$ cat config.mk
export PLATFORM = sky130hd
export DESIGN_NAME = ln_scale_decomp_flat
export DESIGN_NICKNAME = d
export VERILOG_FILES = /design/src/rtl/ln_scale_decomp_pkg.sv /design/src/rtl/ln_scale_decomp_if.sv /design/src/rtl/ln_scale_decomp_thresh_rom.sv /design/src/rtl/ln_scale_decomp.sv /design/src/flat_wrapper.sv
export SDC_FILE = /design/constraint.sdc
export NUM_CORES = 1
export LEC_CHECK = 0
export CAP_MARGIN = 20
export CORE_ASPECT_RATIO = 2
export CORE_MARGIN = 3
export CORE_UTILIZATION = 43
export CTS_CLUSTER_DIAMETER = 80
export CTS_CLUSTER_SIZE = 40
export DETAILED_ROUTE_END_ITERATION = 16
export PLACE_DENSITY = 0.71
export SLEW_MARGIN = 20
export SYNTH_ARGS = -nofsm -noshare
export SYNTH_HDL_FRONTEND = slang
export SYNTH_HIERARCHICAL = 1
export SYNTH_SLANG_ARGS = --single-unit
$ cat constraint.sdc
create_clock -name clock -period 3.1 [get_ports clock]
set_input_delay 0.31 -clock clock [delete_from_list [all_inputs] [get_ports clock]]
set_output_delay 0.31 -clock clock [all_outputs]
set_load 0.02 [all_outputs]
$ cat src/rtl/ln_scale_decomp_pkg.sv
// rtl/ln_scale_decomp_pkg.sv - shared PE constants for the ln scale decomposition
// Threshold table round(e^k*256) for k = 2 down to -6, state enum and k range.
package ln_scale_decomp_pkg;

   localparam int LN_DATA_W   = 12;
   localparam int LN_FRAC_W   = 8;
   localparam int LN_EXP_W    = 4;
   localparam int LN_K_MAX    = 2;
   localparam int LN_K_MIN    = -6;
   localparam int LN_N_THRESH = LN_K_MAX - LN_K_MIN + 1;

   typedef logic [LN_DATA_W-1:0] ln_scale_t;

   typedef enum logic [1:0] {
      IDLE,
      SEARCH,
      DONE
   } ln_state_t;

   // Entry i holds THRESH[LN_K_MAX - i].
   localparam ln_scale_t LN_THRESH [LN_N_THRESH] = '{
      12'd1892, 12'd696, 12'd256, 12'd94, 12'd35, 12'd13, 12'd5, 12'd2, 12'd1
   };

endpackage

$ cat src/rtl/ln_scale_decomp_if.sv
// rtl/ln_scale_decomp_if.sv - request/result handshake bundle for ln_scale_decomp
// slave: the decomposition block; master: the producer/consumer driving it.
interface ln_scale_decomp_if #(
   parameter int DATA_W = 12,
   parameter int EXP_W  = 4
) ();

   logic              in_valid;
   logic              in_ready;
   logic [DATA_W-1:0] in_x;
   logic              out_valid;
   logic              out_ready;
   logic [EXP_W-1:0]  out_exp;
   logic [DATA_W-1:0] out_resid;
   logic              out_zero;

   modport slave (
      input  in_valid, in_x, out_ready,
      output in_ready, out_valid, out_exp, out_resid, out_zero
   );

   modport master (
      output in_valid, in_x, out_ready,
      input  in_ready, out_valid, out_exp, out_resid, out_zero
   );

endinterface

$ cat src/rtl/ln_scale_decomp_thresh_rom.sv
// rtl/ln_scale_decomp_thresh_rom.sv - combinational k -> round(e^k*256) lookup
// Any k outside [LN_K_MIN, LN_K_MAX] returns 0.
module ln_thresh_rom
   import ln_scale_decomp_pkg::*;
#(
   parameter int DATA_W = 12,
   parameter int EXP_W  = 4
) (
   input  logic signed [EXP_W-1:0]  k,
   output logic        [DATA_W-1:0] thresh
);

   always_comb begin
      thresh = '0;
      for (int i = 0; i < LN_N_THRESH; i++) begin
         if (k == EXP_W'(LN_K_MAX - i))
            thresh = DATA_W'(LN_THRESH[i]);
      end
   end

endmodule

$ cat src/rtl/ln_scale_decomp.sv
// rtl/ln_scale_decomp.sv - iterative search for k with THRESH[k] <= x < THRESH[k+1]
// Optional residual output enabled by LN_SCALE_RESID_EN; otherwise out_resid is tied to 0.
module ln_scale_decomp
   import ln_scale_decomp_pkg::*;
#(
   parameter int DATA_W = 12,
   parameter int FRAC_W = 8,
   parameter int EXP_W  = 4
) (
   input  logic                clock,
   input  logic                rst_n,
   ln_scale_decomp_if.slave    bus
);

   if (DATA_W != LN_DATA_W || FRAC_W != LN_FRAC_W || EXP_W != LN_EXP_W) begin : g_bad_param
      $error("ln_scale_decomp: threshold table only defined for DATA_W=12 FRAC_W=8 EXP_W=4");
   end

   localparam logic signed [EXP_W-1:0] K_MAX     = EXP_W'(LN_K_MAX);
   localparam logic signed [EXP_W-1:0] K_MIN     = EXP_W'(LN_K_MIN);
   localparam logic        [EXP_W-1:0] EXP_ZERO  = {1'b1, {(EXP_W-1){1'b0}}};

   ln_state_t                state_q, state_d;
   logic signed [EXP_W-1:0]  k_q, k_d;
   logic        [DATA_W-1:0] x_q, x_d;
   logic        [EXP_W-1:0]  exp_q, exp_d;
   logic                     zero_q, zero_d;
   logic        [DATA_W-1:0] thresh;
   logic                     accept;
   logic                     accept_zero;
   logic                     term;

   ln_thresh_rom #(
      .DATA_W (DATA_W),
      .EXP_W  (EXP_W)
   ) u_rom (
      .k      (k_q),
      .thresh (thresh)
   );

   assign accept      = (state_q == IDLE) && bus.in_valid;
   assign accept_zero = accept && (bus.in_x == '0);
   // THRESH[K_MIN] is 1, so the floor stop only matters as a safety net.
   assign term        = (state_q == SEARCH) && ((x_q >= thresh) || (k_q == K_MIN));

   always_ff @(posedge clock or negedge rst_n) begin
      if (!rst_n) begin
         state_q <= IDLE;
         k_q     <= '0;
         x_q     <= '0;
         exp_q   <= '0;
         zero_q  <= 1'b0;
      end else begin
         state_q <= state_d;
         k_q     <= k_d;
         x_q     <= x_d;
         exp_q   <= exp_d;
         zero_q  <= zero_d;
      end
   end

   always_comb begin
      state_d = state_q;
      k_d     = k_q;
      x_d     = x_q;
      exp_d   = exp_q;
      zero_d  = zero_q;
      case (state_q)
         IDLE: begin
            if (bus.in_valid) begin
               x_d = bus.in_x;
               k_d = K_MAX;
               if (bus.in_x == '0) begin
                  exp_d   = EXP_ZERO;
                  zero_d  = 1'b1;
                  state_d = DONE;
               end else begin
                  state_d = SEARCH;
               end
            end
         end
         SEARCH: begin
            if (term) begin
               exp_d   = k_q;
               zero_d  = 1'b0;
               state_d = DONE;
            end else begin
               k_d = k_q - EXP_W'(1);
            end
         end
         DONE: begin
            if (bus.out_ready)
               state_d = IDLE;
         end
         default: state_d = IDLE;
      endcase
   end

`ifdef LN_SCALE_RESID_EN
   logic [DATA_W-1:0] resid_q, resid_d;

   always_comb begin
      resid_d = resid_q;
      if (accept_zero)
         resid_d = '0;
      else if (term)
         resid_d = x_q - thresh;
   end

   always_ff @(posedge clock or negedge rst_n) begin
      if (!rst_n)
         resid_q <= '0;
      else
         resid_q <= resid_d;
   end

   assign bus.out_resid = resid_q;
`else
   assign bus.out_resid = '0;
`endif

   assign bus.in_ready  = (state_q == IDLE);
   assign bus.out_valid = (state_q == DONE);
   assign bus.out_exp   = exp_q;
   assign bus.out_zero  = zero_q;

endmodule

$ cat src/flat_wrapper.sv
// flat-port wrapper written by rule: the top's interface ports become plain ports
module ln_scale_decomp_flat import ln_scale_decomp_pkg::*;
#(
   parameter int DATA_W = 12,
   parameter int FRAC_W = 8,
   parameter int EXP_W  = 4
)
  (clock, rst_n, bus_in_valid, bus_in_x, bus_out_ready, bus_in_ready, bus_out_valid, bus_out_exp, bus_out_resid, bus_out_zero);
  ln_scale_decomp_if #(.DATA_W(DATA_W), .EXP_W(EXP_W)) bus_i ();
  input  logic clock;
  input  logic rst_n;
  input wire logic [$bits(bus_i.in_valid)-1:0] bus_in_valid;
  input wire logic [$bits(bus_i.in_x)-1:0] bus_in_x;
  input wire logic [$bits(bus_i.out_ready)-1:0] bus_out_ready;
  output wire logic [$bits(bus_i.in_ready)-1:0] bus_in_ready;
  output wire logic [$bits(bus_i.out_valid)-1:0] bus_out_valid;
  output wire logic [$bits(bus_i.out_exp)-1:0] bus_out_exp;
  output wire logic [$bits(bus_i.out_resid)-1:0] bus_out_resid;
  output wire logic [$bits(bus_i.out_zero)-1:0] bus_out_zero;
  assign bus_i.in_valid = bus_in_valid;
  assign bus_i.in_x = bus_in_x;
  assign bus_i.out_ready = bus_out_ready;
  assign bus_in_ready = bus_i.in_ready;
  assign bus_out_valid = bus_i.out_valid;
  assign bus_out_exp = bus_i.out_exp;
  assign bus_out_resid = bus_i.out_resid;
  assign bus_out_zero = bus_i.out_zero;
  ln_scale_decomp #(.DATA_W(DATA_W), .FRAC_W(FRAC_W), .EXP_W(EXP_W)) u_core (.clock(clock), .rst_n(rst_n), .bus(bus_i));
endmodule
======== Word level (Yosys, flattened, before mapping) ========
Cells that the tools add are included.
word-level totals
  bits in registers ....................... 23
  word-level logic and storage cells ...... 57
  input port bits ......................... 16
cells by class
  order comparisons ....................... 1
  reduce and logical (&&, ||, !) cells .... 10
  $add $sub $neg .......................... 1
  multiplexer cells ....................... 25
  eq/ne operators ......................... 15
operators with widths
  cell                                                                      count
  12-bit 2-to-1 mux                                                         8
  4-bit 2-to-1 mux                                                          5
  4-bit one-hot mux with 2 select lines                                     2
  4-bit by 3-bit == test with 1-bit output (second input constant)          3
  12-bit greater-or-equal comparator                                        1
  12-bit zero test                                                          1
  11-bit 2-to-1 mux                                                         1
  4-bit by 2-bit == test with 1-bit output (second input constant)          2
  4-bit == test (second input constant)                                     2
  2-bit 2-to-1 mux                                                          4
  2-bit inequality test (second input constant)                             3
  2-bit one-hot mux with 3 select lines                                     1
  3-bit AND reduction                                                       2
  4-bit by 1-bit == test with 1-bit output (second input constant)          1
  4-bit zero test                                                           1
  2-bit by 1-bit inequality test with 1-bit output (second input constant)  2
  4-bit AND reduction                                                       1
  4-bit by 2-bit subtractor with 4-bit output (second input constant)       1
  1-bit 2-to-1 mux                                                          3
  2-bit by 1-bit == test with 1-bit output (second input constant)          1
  2-bit == test (second input constant)                                     1
  2-bit zero test                                                           1
  1-bit one-hot mux with 2 select lines                                     1
  2-bit AND reduction                                                       1
  other kinds (3)                                                           3

======== Depth between registers and ports, before layout ========
Gate-level depths: netlist of run 1.
  depth in word-level cells ............... 15
  depth in mapped cells ................... 10
  mapped depth without buffers ............ 9

======== Hierarchy ========
The synthesis of run 1 kept the hierarchy.
by module, submodules not included
  module           area each (um^2)  times used  sequential area each (um^2)  cells an instance
  ln_scale_decomp  1393.8            1           575.6                        158
  ln_thresh_rom    152.6             1           0.0                          23

======== Worst setup path before layout of run 1 ========
Ideal clock, no wire load.
  kind .................................... register to register
  start ................................... register u_core.k_q[1]
  end ..................................... register u_core.zero_q, in the netlist u_core/bus.out_zero
  period minus slack after synthesis ...... 2.297 ns
  cell stages (with the launch flop) ...... 11
  data arrival time ....................... 2.178 ns
  setup slack ............................. 0.803 ns
  setup time .............................. 0.119 ns
  cells stage by stage .................... dfrtp_1 > buf_6 > or3_1 > a21boi_1 > inv_1 > ha_1 > nor2_1 > nor4_2 > o31ai_2 > a21boi_2 > o21ba_1
between the ends
  elaborated cells between the ends (all ways) .. 23
  those cells by class .................... 1 x order compare; 9 x eq/ne; 9 x mux; 4 x reduce/logical
RTL lines
  what                                                          RTL line                          RTL
  start: declaration                                            ln_scale_decomp.sv:24             logic signed [EXP_W-1:0] k_q, k_d;
  start signal: assignment                                      ln_scale_decomp.sv:55             k_q <= k_d;
  4-bit by 2-bit == test with 1-bit output                      ln_scale_decomp_thresh_rom.sv:16  if (k == EXP_W'(LN_K_MAX - i))
  12-bit 2-to-1 mux (7 in series)                               ln_scale_decomp_thresh_rom.sv:16
  12-bit 2-to-1 mux *                                           ln_scale_decomp_thresh_rom.sv:16
  named net u_core.thresh[3]                                    ln_scale_decomp.sv:28             logic [DATA_W-1:0] thresh;
  12-bit greater-or-equal comparator *                          ln_scale_decomp.sv:44             assign term = (state_q == SEARCH) && ((x_q >= thresh) || (k_q == K_MIN));
  1-bit logical OR *                                            ln_scale_decomp.sv:44
  1-bit logical AND *                                           ln_scale_decomp.sv:44
  2-bit by 1-bit inequality test with 1-bit output (no line) *  -
  4-bit AND reduction (no line) *                               -
  end signal: assignment                                        ln_scale_decomp.sv:58             zero_q <= zero_d;
  end: declaration                                              ln_scale_decomp.sv:27             logic zero_q, zero_d;
Mark *: on every way through the listed nets, which the timed path passes. The rest lies on a longest branch.
A chain may end at the register's enable or synchronous reset.

======== Final worst setup path of run 1 ========
Ends and elaborated chain as after synthesis.

==> flow_summary.yaml, run 1 <==
outcome:
  status: "completed"
power_and_ir_drop:
  p_leak_nw: 0.912
  ir_worst_vdd_mv: 0.571
  powerDensity_nw_per_um2: 967
timing:
  drv_slew: 0
  period_minus_slack_ns: 2.56
  grt_setup_unrepaired: "no"
  final_hold_viol_count: 0
  timing.final.crit_share: 0.826
  worst_clock_skew_ns: 0.00238
  relSlewSlack: 0.582
  finalSetupViolations: 0
  worstMarginPinSlew_ns: 0.627
  fmaxAchievable_mhz: 390
  final.setup.tns_ns: 0
global_route:
  grt_pass1_vias: 1188
  grt_overflow: 0
  grt_pass1_wl_mm: 5.20
  grt_max_degree: 24
  antenna_found_initial: 0
  globalRouteTotalUtil: 0.152
setup_path:
  timing.critical_path.required_ns: 3.25
  end_kind: "register"
  reg2reg_setup_slack_ns: 0.54
  worstSetupPathType: "reg -> reg"
  critPathMaxFanout: 14
  timing.critical_path.from_type: "register"
  cp.arrival_ns: 2.72
floorplanning:
  std_cell_rows: 30
  chip_width_um: 48.4
  ios: 35
  floorplan.die_area_um2: 4400
  core-area_um2: 3420
  start_util: 0.453
  chipHeight_um: 90.8
synthesis:
  synth_sequential_area_ratio: 0.372
  synth_area_leaders: "sky130_fd_sc_hd__dfrtp_1 (37%), sky130_fd_sc_hd__ha_1 (11%), sky130_fd_sc_hd__nand2_1 (11%)"
  number_of_standard_cells_after_synthesis: 181
  yosysTopAreaCell: "sky130_fd_sc_hd__dfrtp_1"
  synth_area_per_cell_um2: 8.54
  synth.cell_area_um2: 1550
  ys_seq_elements: 23
  synth_top_area_frac: 0.372
  synthesis.yosys.warnings: 6
  yosys.cell_types.count: 41
detailed_routing:
  drtIter0Drc: 18
  drc_errors: 0
  detail_route.wl_per_cell_um: 11.7
  dr.pass1.iters: 5
  vias: 1212
  detail-route-antenna-nets: 0
  drt_wl_total_mm: 2.93
  route.detailed.vias_per_inst: 4.85
final_layout:
  multi_input_area_um2: 812
  mostFrequentLayoutCells: "sky130_fd_sc_hd__nand2_1 (44), sky130_fd_sc_hd__dfrtp_1 (23), sky130_fd_sc_hd__clkdlybuf4s50_1 (22)"
  final_nets: 233
  regArea_um2: 576
  layout-drive-gt1-share: 0.0495
  most_common_library_cell_in_the_layout_ignoring_fill_and_taps: "sky130_fd_sc_hd__nand2_1"
  syn2layout_area_growth_pct: 16.3
  layout.filler_cells: 319
  final_util: 0.527
  count_of_inserted_antenna_diode_cells: 0
clocking:
  cts_htree_levels: 1
  cts_tree: "yes"
  ctsHoldBuffers: 0
  cts_made_buffers: 3
  post-cts-setup-buffer-count: 0
  ctsRootBufferMaster: "sky130_fd_sc_hd__clkbuf_8"
  clk_pin_slew_worst_paths_ns: 0.08
  clk_path_buf_depth: 2
  worstSkewPairLatency_ns: 0.26
  post_cts_resized: 0
  clock_sink_count: 23
placement:
  hpwlAfterDp_mm: 2.34
  gpl.final_weighted_congestion: 0.827
  numPortBuffers: 22
min_path:
  hold_path.class: "in -> async"
job:
  max_cap_viol_count: 0
-- layer usage --
layer  part of all wire  GRT usage
met2               0.57      0.286
met3              0.041     0.0248
met5                  0          0
met1               0.36      0.150
met4              0.034     0.0926
-- cell usage after synthesis (all sizes together) --
| cell type | instances |
|---|---|
| nor3 | 2 |
| a21oi | 6 |
| o2bb2ai | 3 |
| nor2 | 8 |
| nand4 | 3 |
| and3 | 2 |
| or3 | 1 |
| o21a | 1 |
| inv | 21 |
| a21o | 1 |
| o21ai | 4 |
| o31ai | 1 |
| a21boi | 3 |
| o22ai | 1 |
| a2bb2oi | 1 |
| o211a | 2 |
| or2 | 1 |
| ha | 14 |
| xnor2 | 1 |
| buf | 15 |
| and2 | 1 |
| nand2 | 44 |
| clkbuf | 2 |
| nand2b | 1 |
| nor3b | 1 |
| conb | 2 |
| nor2b | 1 |
| dfrtp | 23 |
| nand3 | 2 |
| o221ai | 1 |
| mux2i | 5 |
| o21ba | 1 |
| nor4 | 4 |
| a31oi | 2 |
-- critical path: stages (launching register included) --
cell and delay [ns]:
sky130_fd_sc_hd__dfrtp_1 0.54, sky130_fd_sc_hd__or3_1 0.42, sky130_fd_sc_hd__a21boi_1 0.19, sky130_fd_sc_hd__inv_1 0.07
sky130_fd_sc_hd__ha_1 0.28, sky130_fd_sc_hd__nor2_1 0.05, sky130_fd_sc_hd__nor4_2 0.30, sky130_fd_sc_hd__o31ai_2 0.17
sky130_fd_sc_hd__a21boi_2 0.27, sky130_fd_sc_hd__o21ba_1 0.18
-- registers in the layout (all words and copies together), names as in the netlist --
| signal | count |
|---|---|
| u_core/x_q | 12 |
| u_core/bus.out_exp | 4 |
| u_core/k_q | 4 |
| u_core/state_q | 2 |
| u_core/bus.out_zero | 1 |
-- cell families (layout without fill, tap and decap cells) --
group | after synthesis | after routing | synth area share
and+or+nand+nor | 71 | 71 | 0.205
buffers and inverters | 38 | 48 | 0.129
AOI/OAI and AO/OA | 27 | 27 | 0.138
DFF | 23 | 23 | 0.372
adders and majority gates | 14 | 14 | 0.113
muxes | 5 | 5 | 0.0324
other | 2 | 13 | 0.00486
xor gates and xnor gates | 1 | 1 | 0.00566
-- area by class of cell --
class                   instances  area share
clock buffers                   4      0.0250
inverters                      21      0.0438
multi-input cells             131       0.451
flip-flops and latches         23       0.320
repair buffers                 23       0.127
well taps                      48      0.0334
-- worst paths after layout --
| path | end | start | cells past startpoint |
|---|---|---|---|
| setup / recovery | u_core/bus.out_zero | u_core/k_q[1] | 9 |
| hold / removal | u_core/x_q[11] | rst_n | 2 |
| setup reg to reg | u_core/bus.out_zero | u_core/k_q[1] | 9 |
| hold reg to reg | u_core/x_q[2] | u_core/x_q[2] | 2 |
| max in group asynchronous | u_core/k_q[0] | rst_n | 2 |
| min in group clock | u_core/x_q[2] | u_core/x_q[2] | 2 |
-- through the flow --
| step | cell area [um^2] | std cells | worst slack, ns | hold WS [ns] | total power [mW] |
|---|---|---|---|---|---|
| final | 1800 | 250 | 0.539 | 0.402 | 1.74 |
| after global placement | 1750 | 246 | 0.561 | 0.467 | 1.54 |
| after floorplan | 1590 | 192 | 0.803 | 0.0144 | 1.31 |
| after detailed placement | 1750 | 246 | 0.573 | 0.474 | 1.56 |
| after global routing | 1800 | 250 | 0.253 | 0.428 | 1.93 |
| after CTS | 1800 | 250 | 0.526 | 0.412 | 1.76 |
-- power breakdown --
group / switching, mW / total, mW / internal [mW]
logic: 0.557 / 0.986 / 0.429
registers: 0.133 / 0.570 / 0.436
clock network: 0.0920 / 0.184 / 0.0916
total: 0.783 / 1.74 / 0.957
No activity file was read; power rests on OpenSTA's default activity.
==> inputs of run 2 (changes only) <==
- clock period: 3.1 -> 2.55 ns (I/O delays scaled with it)
==> run 2 against run 1 <==
  * Clock skew barely moved
  * Routed wire length grew 8.4%
  * Final area rose by 3.1%
  * Via count rose by 3.5%
  * Sequential share of layout area fell by 0.84 points
  * Sequential cell count stayed put
  * Critical path depth did not move
  * Highest routed layer unchanged
  * Count of clock-buffer cells in the layout down 1
  * Non-clock buffer count increased by 7
  * Die area is the same
  * Maximum frequency grew 5.8%
  * Hold slack got worse by 0.068 ns
==> flow_summary.yaml, run 2 (same netlist as run 1, synthesis figures left out) <==
power_and_ir_drop:
  pnr_total_power_mw: 2.21
  p_leak_nw: 0.948
  ir_worst_vdd_mv: 0.506
  p_seq_frac: 0.299
  netSwitchingFraction: 0.449
  powerDensity_nw_per_um2: 1190
  total_switching_power_mw: 0.992
  power.share.combinational: 0.595
  cell_internal_pwr_mw: 1.22
  share_clk_of_total_power: 0.106
final_layout:
  final_nets: 240
  final_util: 0.543
  top_register: "u_core/x_q"
  layout-drive-gt1-share: 0.0957
  regArea_um2: 578
  stdcell_area_um2: 1860
  syn2layout_area_growth_pct: 20.0
  mostFrequentLayoutCells: "sky130_fd_sc_hd__nand2_1 (44), sky130_fd_sc_hd__clkdlybuf4s50_1 (22), sky130_fd_sc_hd__inv_1 (21), sky130_fd_sc_hd__dfrtp_1 (21), sky130_fd_sc_hd__ha_1 (14)"
  final_cell_count_no_fill: 257
  largest_register_ffs: 12
  layout.filler_cells: 324
  most_common_library_cell_in_the_layout_ignoring_fill_and_taps: "sky130_fd_sc_hd__nand2_1"
  count_of_inserted_antenna_diode_cells: 0
  multi_input_area_um2: 812
setup_path:
  crit_chain: "or3_1, a21boi_1, inv_1, ha_1, nor2_1, nor4_2, o31ai_2, a21boi_2, o21ba_1"
  critPathMaxFanout: 9
  regToRegStartpoint: "u_core/k_q[1]"
  worstSetupPathType: "reg -> reg"
  cpMaxStageDelayCell: "sky130_fd_sc_hd__dfrtp_1"
  reg2reg_setup_slack_ns: 0.13
  timing.critical_path.required_ns: 2.72
  critical_path.top_delay_family: "compound AO/OA/AOI/OAI gates"
  end_kind: "register"
  r2r-end: "u_core/bus.out_zero"
  crit_path_max_incr_delay_ns: 0.50
  reg2reg_depth: 9
  timing.critical_path.from_type: "register"
  path_buf_inv: 1
  cp.arrival_ns: 2.59
timing:
  final_hold_viol_count: 0
  grt_setup_unrepaired: "yes"
  period_minus_slack_ns: 2.42
  finalWorstSetupSlack_ns: 0.128
  worst_clock_skew_ns: 0.00198
  relSlewSlack: 0.523
  timing.final.crit_share: 0.950
  drv_slew: 0
  finalSetupViolations: 0
  worstMarginPinSlew_ns: 0.715
  final.setup.tns_ns: 0
  fmaxAchievable_mhz: 413
  hold_slack_ns: 0.334
clocking:
  ctsRootBufferMaster: "sky130_fd_sc_hd__clkbuf_8"
  cts_made_buffers: 3
  clock_sink_count: 23
  cts_htree_levels: 1
  worstSkewPairLatency_ns: 0.27
  cts_tree: "yes"
  clk_pin_slew_worst_paths_ns: 0.08
  ctsHoldBuffers: 0
  clk_path_buf_depth: 2
floorplanning:
  chip_width_um: 48.4
  chipHeight_um: 90.8
  ios: 35
  core-area_um2: 3420
  std_cell_rows: 30
  start_util: 0.453
  floorplan.die_area_um2: 4400
placement:
  gpl.final_weighted_congestion: 0.900
  dp_cells: 250
  pre_cts_slack_ns: 0.0775
  numPortBuffers: 22
  place_area_um2: 1780
  hpwlAfterDp_mm: 2.55
detailed_routing:
  drt_wl_total_mm: 3.18
  dr.pass1.iters: 4
  route.detailed.vias_per_inst: 4.88
  vias: 1255
  drtIter0Drc: 17
  detail_route.wl_per_cell_um: 12.4
  drc_errors: 0
  detail-route-antenna-nets: 0
outcome:
  status: "completed"
global_route:
  grt_pass1_wl_mm: 5.29
  globalRouteTotalUtil: 0.156
  grt_overflow: 0
  antenna_found_initial: 0
  grt_pass1_vias: 1239
  grt_max_degree: 24
job:
  max_cap_viol_count: 0
min_path:
  hold_path.class: "in -> async"
[run 2: cell types whose count changed in the layout (fill, tap and decap cells not counted), sizes merged]
cell / change
buf: +7
clkbuf: -1
clkinv: +1
[run 2: worst reg2reg max path, stage by stage (launching register included)]
cell and delay (ns):
sky130_fd_sc_hd__dfrtp_1 0.50, sky130_fd_sc_hd__or3_1 0.37, sky130_fd_sc_hd__a21boi_1 0.16, sky130_fd_sc_hd__inv_1 0.06
sky130_fd_sc_hd__ha_1 0.27, sky130_fd_sc_hd__nor2_1 0.04, sky130_fd_sc_hd__nor4_2 0.30, sky130_fd_sc_hd__o31ai_2 0.17
sky130_fd_sc_hd__a21boi_2 0.28, sky130_fd_sc_hd__o21ba_1 0.18
[run 2: worst max path at each step]
stage | slack [ns] | start | to | cells after the start
detailed placement | 0.08 | u_core/k_q[2] | u_core/bus.out_zero | 9
finish | 0.13 | u_core/k_q[1] | u_core/bus.out_zero | 9
global route | -0.04 | u_core/k_q[3] | u_core/bus.out_zero | 9
global placement | 0.15 | u_core/k_q[2] | u_core/state_q[1] | 9
CTS | 0.06 | u_core/k_q[2] | u_core/bus.out_zero | 9
floorplan | 0.25 | u_core/k_q[1] | u_core/bus.out_zero | 10
[run 2: area by class of cell]
type / count / area share
Inverter: 21 / 0.0425
Sequential cell: 23 / 0.312
Timing Repair Buffer: 30 / 0.151
Clock buffer: 3 / 0.0223
Tap cell: 48 / 0.0324
Clock inverter: 1 / 0.00270
Multi-Input combinational cell: 131 / 0.438
[run 2: repair_timing]
item / in CTS / in global routing
endpoints found under the setup margin: 0 / 11
buffers inserted: 0 / 3
gates resized for setup: 0 / 2
[run 2: per-layer routing]
metal	global-route usage	part of all wire	vias to the layer above
met2	0.297	0.56	49
met4	0.114	0.050	0
met3	0.0231	0.042	13
met5	0	0	-
met1	0.142	0.35	567
li1	-	-	626
[run 2: power by group through the flow]
stage | logic [mW] | clock network, mW | registers (mW)
floorplan | 0.911 | 0 | 0.682
global placement | 1.26 | 0 | 0.674
detailed placement | 1.28 | 0 | 0.678
CTS | 1.29 | 0.243 | 0.670
global route | 1.50 | 0.260 | 0.686
finish | 1.32 | 0.234 | 0.662
